==> config.mk <==
export PLATFORM = sky130hd
export DESIGN_NAME = lmsm_sequencer
export DESIGN_NICKNAME = d
export VERILOG_FILES = /design/src/rtl/lmsm_sequencer.sv
export SDC_FILE = /design/constraint.sdc
export NUM_CORES = 1
export LEC_CHECK = 0
export CAP_MARGIN = 30
export CORE_ASPECT_RATIO = 1.5
export CORE_MARGIN = 2
export CORE_UTILIZATION = 30
export CTS_CLUSTER_DIAMETER = 80
export CTS_CLUSTER_SIZE = 8
export DETAILED_ROUTE_END_ITERATION = 12
export PLACE_DENSITY = 0.59
export SLEW_MARGIN = 5
export SYNTH_ARGS = -nofsm -noshare
export SYNTH_HDL_FRONTEND = slang
export SYNTH_SLANG_ARGS = --single-unit
export TNS_END_PERCENT = 20
==> constraint.sdc <==
create_clock -name clk -period 3.3 [get_ports clk]
set_input_delay 0.825 -clock clk [delete_from_list [all_inputs] [get_ports clk]]
set_output_delay 0.825 -clock clk [all_outputs]
set_load 0.01 [all_outputs]
==> src/rtl/lmsm_sequencer.sv <==
// LM/SM micro-op sequencer for the ID stage. It expands one load/store-multiple
// into a run of single-register micro-ops, one per set bit of the register mask.
// Ports:
//   clk, rst_n           clock, async active-low reset
//   start_valid/is_lm    LM/SM instruction present in ID, load (1) or store (0)
//   start_base/mask      RA base register, imm8 mask (bit 7 = R0 .. bit 0 = R7)
//   stall, flush         ID/EX not loading this cycle / redirect abort
//   fetch_stall, id_kill hold PC and IF/ID / bubble the ID instruction
//   busy                 sequencer is in RUN
//   uop_*                micro-op presented to ID/EX
//   done                 pulse after the last micro-op or a zero-mask accept
module lmsm_sequencer #(
  parameter int DATA_W    = 16,
  parameter int ADDR_STEP = 2
) (
  input  logic              clk,
  input  logic              rst_n,
  input  logic              start_valid,
  input  logic              start_is_lm,
  input  logic [2:0]        start_base,
  input  logic [7:0]        start_mask,
  input  logic              stall,
  input  logic              flush,
  output logic              fetch_stall,
  output logic              id_kill,
  output logic              busy,
  output logic              uop_valid,
  output logic              uop_is_load,
  output logic [2:0]        uop_reg,
  output logic [2:0]        uop_base,
  output logic [DATA_W-1:0] uop_offset,
  output logic              done
);

  typedef enum logic {IDLE, RUN} state_t;

  state_t state_q, state_d;

  logic [7:0]        mask_q;
  logic [DATA_W-1:0] offset_q;
  logic [2:0]        base_q;
  logic              lm_q;
  logic              done_q;

  logic       run;
  logic       accept;
  logic       consume;
  logic       last_bit;
  logic [2:0] sel_reg;
  logic [7:0] sel_bit;
  logic [7:0] mask_left;

  assign run = (state_q == RUN);

  // rst_n gating keeps every output at 0 while reset is held.
  assign accept = rst_n & !run & start_valid
                & !stall & !flush;

  assign consume = run & !stall & !flush;

  // Highest set bit wins: mask bit 7 is R0, so this walks R0 first.
  always_comb begin
    sel_reg = '0;
    for (int i = 0; i < 8; i++) begin
      if (mask_q[i]) sel_reg = 3'(7 - i);
    end
  end

  assign sel_bit   = 8'h80 >> sel_reg;
  assign mask_left = mask_q & ~sel_bit;
  assign last_bit  = (mask_left == 8'h00);

  always_ff @(posedge clk or negedge rst_n) begin
    if (!rst_n) state_q <= IDLE;
    else        state_q <= state_d;
  end

  always_comb begin
    state_d = state_q;
    unique case (state_q)
      IDLE: if (accept && start_mask != 8'h00)
              state_d = RUN;
      RUN:  if (consume && last_bit)
              state_d = IDLE;
    endcase
    if (flush) state_d = IDLE;
  end

  always_ff @(posedge clk or negedge rst_n) begin
    if (!rst_n) begin
      mask_q   <= '0;
      offset_q <= '0;
      base_q   <= '0;
      lm_q     <= 1'b0;
      done_q   <= 1'b0;
    end else begin
      done_q <= (accept & ~|start_mask)
              | (consume & last_bit);
      if (flush) begin
        mask_q <= '0;
      end else if (accept) begin
        mask_q   <= start_mask;
        base_q   <= start_base;
        lm_q     <= start_is_lm;
        offset_q <= '0;
      end else if (consume) begin
        mask_q   <= mask_left;
        offset_q <= offset_q + DATA_W'(ADDR_STEP);
      end
    end
  end

  always_comb begin
    fetch_stall = 1'b0;
    id_kill     = 1'b0;
    busy        = run;
    uop_valid   = 1'b0;
    uop_is_load = 1'b0;
    uop_reg     = '0;
    uop_base    = '0;
    uop_offset  = '0;
    done        = done_q;
    if (accept) begin
      id_kill     = 1'b1;
      fetch_stall = |start_mask;
    end
    if (run) begin
      uop_valid   = !flush;
      uop_is_load = lm_q;
      uop_reg     = sel_reg;
      uop_base    = base_q;
      uop_offset  = offset_q;
      // Release fetch as the last micro-op is consumed: no bubble after.
      fetch_stall = !(last_bit && !stall) && !flush;
    end
  end

endmodule

==> impl_metrics.tcl, run 1 <==
set metrics [dict create \
    drtAntennaViolNets 0 \
    synth_top_area_share_pct 42.3 \
    wirelength_um 4440 \
    path_class "primary input to output pin" \
    finalHoldViolations 0 \
    cts_max_level 2 \
    die-area_um2 6350 \
    cp.required_ns 2.47 \
    rows 33 \
    cts.sinks 29 \
    synth_most_common_cell "dfrtp_1" \
    vdd_ir_drop_max_uv 181 \
    cp-end-kind "output pin" \
    start_util_pct 31.2 \
    yosys-top-cells-area "dfrtp_1 42%, and2_1 6.9%, nand2_1 6.1%" \
    worstSetupStartpoint "stall" \
    power_w 0.000788 \
    maxCapViolCount 0 \
    port_buffers 43 \
    vias_per_cell 5.11 \
    cts_tree "done" \
    ios 45 \
    fin_skew_ns 0.00393 \
    power_leakage_nw 1.03 \
    grt_max_degree 31 \
    drc_errors 0 \
    ys_warn_count 0 \
    fillers 569 \
    min_path_type "flip-flop to flip-flop" \
    yosys_register_bits 29 \
    arrival_ns 2.28 \
    period_share_pct 94.0 \
    grt_pass1_vias 1596 \
    crit_chain "clkdlybuf4s50_1 -> buf_4 -> a211o_1 -> a22o_1 -> dlygate4sd2_1" \
    fin_ws_ns 0.199 \
    path_max_fanout 7 \
    syn_nets 214 \
    post-route-cell-area_um2 2390 \
    place_area_um2 2290 \
    setup_viol 0 \
    hp-start "base_q[1]" \
    utilization_pct 43.6 \
    fin_crit_ns 3.10 \
    dp_slack_ns -0.128 \
    antenna_cells 0 \
    place_congestion 0.826 \
    drive_gt1_share_pct 10.4 \
    synthCells 196 \
    slowest_stage "clkdlybuf4s50_1" \
    final_net_count 269 \
    grt_use_total_pct 15.3 \
    r2r_setup_slack_ns 1.42 \
    seq_area_frac_synth_pct 42.3 \
    worstReg2RegStart "mask_q[4]" \
    max_freq_mhz 322 \
    synth_cell_types 48 \
    powerDensity_nw_per_um2 329 \
    grt_first_pass_wirelength_um 7360 \
    ys.flop_type "dfrtp_1" \
    worst-path-buf-inv 3 \
    first_iter_violations 47 \
    worst_path_largest_cell_delay_ns 0.46 \
    final_max_slew_viol_count 0 \
    clk_pin_slew_worst_paths_ns 0.06 \
    rsz0062_at_grt "false" \
    first_pass_iters 4 \
    crit_family "buffers and inverters" \
    async_flop_share_pct 100 \
    grt_antenna_before_repair 0 \
    clockBufferDepth 2 \
    synth_area_um2 1710 \
    dpl.hpwl_um 3300 \
    fp.dieH_um 96.6 \
    synth_edf_count 0 \
    grt-ovfl-total 0 \
    syn_avg_cell_area_um2 8.75 \
    cts-buffers-inserted 5 \
    clk_latency_ns 0.28 \
    area.growth.synth_to_final_pct 39.6 \
    core_um2 5490 \
    run_status "completed" \
    die_w_um 65.7 \
    synth_top_cells_by_count "29 x dfrtp_1, 28 x nand2_1, 19 x and2_1" \
    cts-root-buf "clkbuf_8" \
    cp-start-kind "primary input" \
    yosysTopAreaCell "dfrtp_1" \
    wl_per_cell_um 13.8 \
    vias 1641 \
]
-- per-stage QoR --
stage	std cells	hold WS, ns	setup TNS [ns]
after floorplan	196	0.438	0
after global placement	314	0.451	-0.235
after detailed placement	314	0.455	-0.243
after CTS	321	0.469	0
after global routing	321	0.482	0
final	321	0.468	0
-- sequential cells by signal, indices dropped and copies added (netlist names) --
register,count
lm_q,1
busy,1
offset_q,15
base_q,3
mask_q,8
done,1
-- cell families (layout without fill, tap and decap cells) --
| logic type | count (synthesis) | in the layout | synth area share (%) |
|---|---|---|---|
| compound gates | 38 | 38 | 14.8 |
| flops | 29 | 29 | 42.3 |
| xor+xnor | 8 | 8 | 4.09 |
| other cells | 1 | 1 | 0.219 |
| fa+ha+maj | 2 | 2 | 1.31 |
| simple gates | 101 | 101 | 32.3 |
| mux | 1 | 1 | 0.584 |
| buf+inv | 16 | 71 | 4.31 |
-- final timing paths --
check,to,cells after the start
setup reg to reg,busy,5
hold reg to reg,base_q[1],2
hold / removal,base_q[1],2
min in group asynchronous,busy,2
max in group asynchronous,offset_q[1],2
setup / recovery,fetch_stall,5
-- area by class of cell --
class	instances	area (um2)	share of cell area [%]
multi-input combinational	151	930	38.9
tap	70	87.6	3.66
timing repair buffer	58	541	22.6
sequential	29	726	30.3
clock buffer	7	86.3	3.61
inverter	6	22.5	0.941
-- cell usage in the layout (no fill, tap or decap), drive strengths merged, types with 3 or more instances in the layout --
cell type      count
clkdlybuf4s50     41
dfrtp             29
nand2             28
and2              19
buf               15
a21oi             14
nor2              11
clkbuf             7
inv                6
nand3              6
or3                6
nand2b             5
nor3               4
nor4               4
a22o               4
or4                4
xnor2              4
xor2               4
o21ai              4
o211ai             3
nand4              3
o31ai              3
-- per-layer routing --
layer  vias up  global-route usage [%]  routed length [um]
li1        797                       -                   -
met1       782                    17.1                1810
met2        53                    27.4                2350
met3         9                    2.67                 170
met4         0                    8.33                 109
met5         -                       0                   0
-- worst register-to-register path, delay by kind of cell (launching register included) --
family,cells,cell delay [ns]
buffers and inverters,1,0.14
and+or+nand+nor,1,0.40
DFF,1,0.45
AOI/OAI and AO/OA,3,0.78
-- power by group --
part	total [W]	internal, W	switching, W	leakage (nW)
Clock	0.000290	0.000165	0.000125	0.0443
Sequential	0.000389	0.000373	0.0000158	0.397
Combinational	0.000108	0.0000578	0.0000506	0.590
Total	0.000788	0.000596	0.000192	1.03
-- timing repair --
item / CTS / global route
endpoints found under the setup margin: 2 / 0
hold endpoints to repair: 0 / 0
hold buffers: 0 / 0
buffers inserted: 0 / 0
resized for setup: 4 / 0
Power figures use the tool's default switching activity.
==> run 2, diff against run 1 <==
- CORE_UTILIZATION: 30 -> 52
- PLACE_DENSITY: 0.59 -> 0.9
==> impl_metrics.tcl, run 2 (same netlist as run 1, synthesis figures left out) <==
set metrics [dict create \
    run_status "completed" \
    powerDensity_nw_per_um2 337 \
    die_w_um 50.9 \
    place_congestion 0.984 \
    cts-buffers-inserted 5 \
    use_met2_pct 47.2 \
    use_met1_pct 27.6 \
    grt_pass1_vias 1574 \
    clockBufferDepth 2 \
    start_util_pct 54.3 \
    core_um2 3160 \
    first_iter_violations 29 \
    slowest_stage "clkdlybuf4s50_1" \
    fp.dieH_um 74.3 \
    cp-end-kind "output pin" \
    hold_ws_ns 0.467 \
    maxSlewHeadroom_pct 51.9 \
    vias 1622 \
    cts.sinks 29 \
    cp.required_ns 2.47 \
    rows 25 \
    cts_tree "done" \
    largest_reg_flops 15 \
    area.growth.synth_to_final_pct 35.4 \
    path_max_fanout 3 \
    finalHoldViolations 0 \
    grt_use_met3_pct 5.22 \
    cp-start-kind "primary input" \
    fin_crit_ns 3.11 \
    clk_pin_slew_worst_paths_ns 0.06 \
    grt_first_pass_wirelength_um 7160 \
    worst_path_largest_cell_delay_ns 0.49 \
    grt-ovfl-total 0 \
    port_buffers 43 \
    drtAntennaViolNets 0 \
    cts-root-buf "clkbuf_8" \
    antenna_cells 0 \
    rsz0062_at_grt "false" \
    drc_errors 0 \
    first_pass_iters 4 \
    ios 45 \
    dpl.hpwl_um 3090 \
    die-area_um2 3780 \
    maxCapViolCount 0 \
    vdd_ir_drop_max_uv 243 \
    final_net_count 265 \
    path_class "primary input to output pin" \
    arrival_ns 2.29 \
    final_common_cell "clkdlybuf4s50_1" \
    min_path_type "flip-flop to flip-flop" \
    wl_per_cell_um 14.7 \
    tightest_slew_ns 0.719 \
    final_cell_mix "41 x clkdlybuf4s50_1, 29 x dfrtp_1, 28 x nand2_1, 19 x and2_1, 14 x a21oi_1" \
    worst-path-buf-inv 3 \
    setup_viol 0 \
    largestRegisters "offset_q: 15 flops, mask_q: 8 flops, base_q: 3 flops" \
    grt.busiest_layer "met2" \
    fin_cells 288 \
    period_share_pct 94.3 \
    drive_gt1_share_pct 9.27 \
    top_register "offset_q" \
    cts_max_level 2 \
    grt_antenna_before_repair 0 \
    power_leakage_nw 1.01 \
    grt_max_degree 31 \
    crit_family "buffers and inverters" \
    max_freq_mhz 321 \
    wirelength_um 4240 \
    fin_skew_ns 0.00652 \
    dp.cells 280 \
    final_max_slew_viol_count 0 \
    crit_chain "clkdlybuf4s50_1 -> nor4bb_4 -> nand2b_2 -> inv_1 -> a22o_1 -> dlygate4sd2_1" \
    vias_per_cell 5.63 \
    clk_latency_ns 0.29 \
    grt_use_total_pct 25.7 \
]
## run 2: worst min-delay path, cell delays in order (launching register included)
cell and delay, ns:
dfrtp_1 0.33, nand2_1 0.05, nand2_1 0.06
## run 2: what timing repair did
action	CTS	global route
hold endpoints to repair	0	0
resized for setup	4	0
setup endpoints to repair	2	0
hold buffers	0	0
setup buffers	0	0
## run 2: final timing paths
path | startpoint | to | slack, ns | cells past startpoint
min in group asynchronous | rst_n | offset_q[10] | 1.03 | 2
worst min-delay path | base_q[2] | base_q[2] | 0.47 | 2
worst min register to register | base_q[2] | base_q[2] | 0.47 | 2
worst max-delay path | start_valid | fetch_stall | 0.19 | 6
max in group asynchronous | rst_n | base_q[1] | 1.99 | 2
worst max register to register | mask_q[3] | busy | 1.33 | 5
## run 2: area by class of cell
cell class	count	area [um2]
clock inverter	2	10.0
inverter	6	22.5
fill	250	838
clock buffer	6	72.6
tap	40	50.0
sequential	29	726
timing repair buffer	54	510
multi-input combinational	151	930
## run 2: per-layer routing
layer / routed length [um] / share of wire (%)
met1: 1610 / 38
met2: 2280 / 54
met3: 192 / 4.5
met4: 152 / 3.6
met5: 0 / 0
## run 2: stage by stage
step | setup slack [ns] | util, % | total power, W | area, um2 | setup TNS (ns)
floorplan | 0.706 | - | 0.000444 | 1710 | 0
global placement | -0.129 | 70.5 | 0.000499 | 2230 | -0.220
detailed placement | -0.210 | 70.5 | 0.000503 | 2230 | -0.402
CTS | 0.185 | 73.5 | 0.000790 | 2320 | 0
global route | 0.111 | 73.5 | 0.000819 | 2320 | 0
finish | 0.189 | 73.5 | 0.000781 | 2320 | 0
## run 2: power by group
part	switching, W	total (W)	leakage, nW	internal (W)
Sequential	0.0000176	0.000391	0.397	0.000373
Clock	0.000137	0.000283	0.0450	0.000146
Combinational	0.0000510	0.000108	0.570	0.0000568
Total	0.000206	0.000781	1.01	0.000576
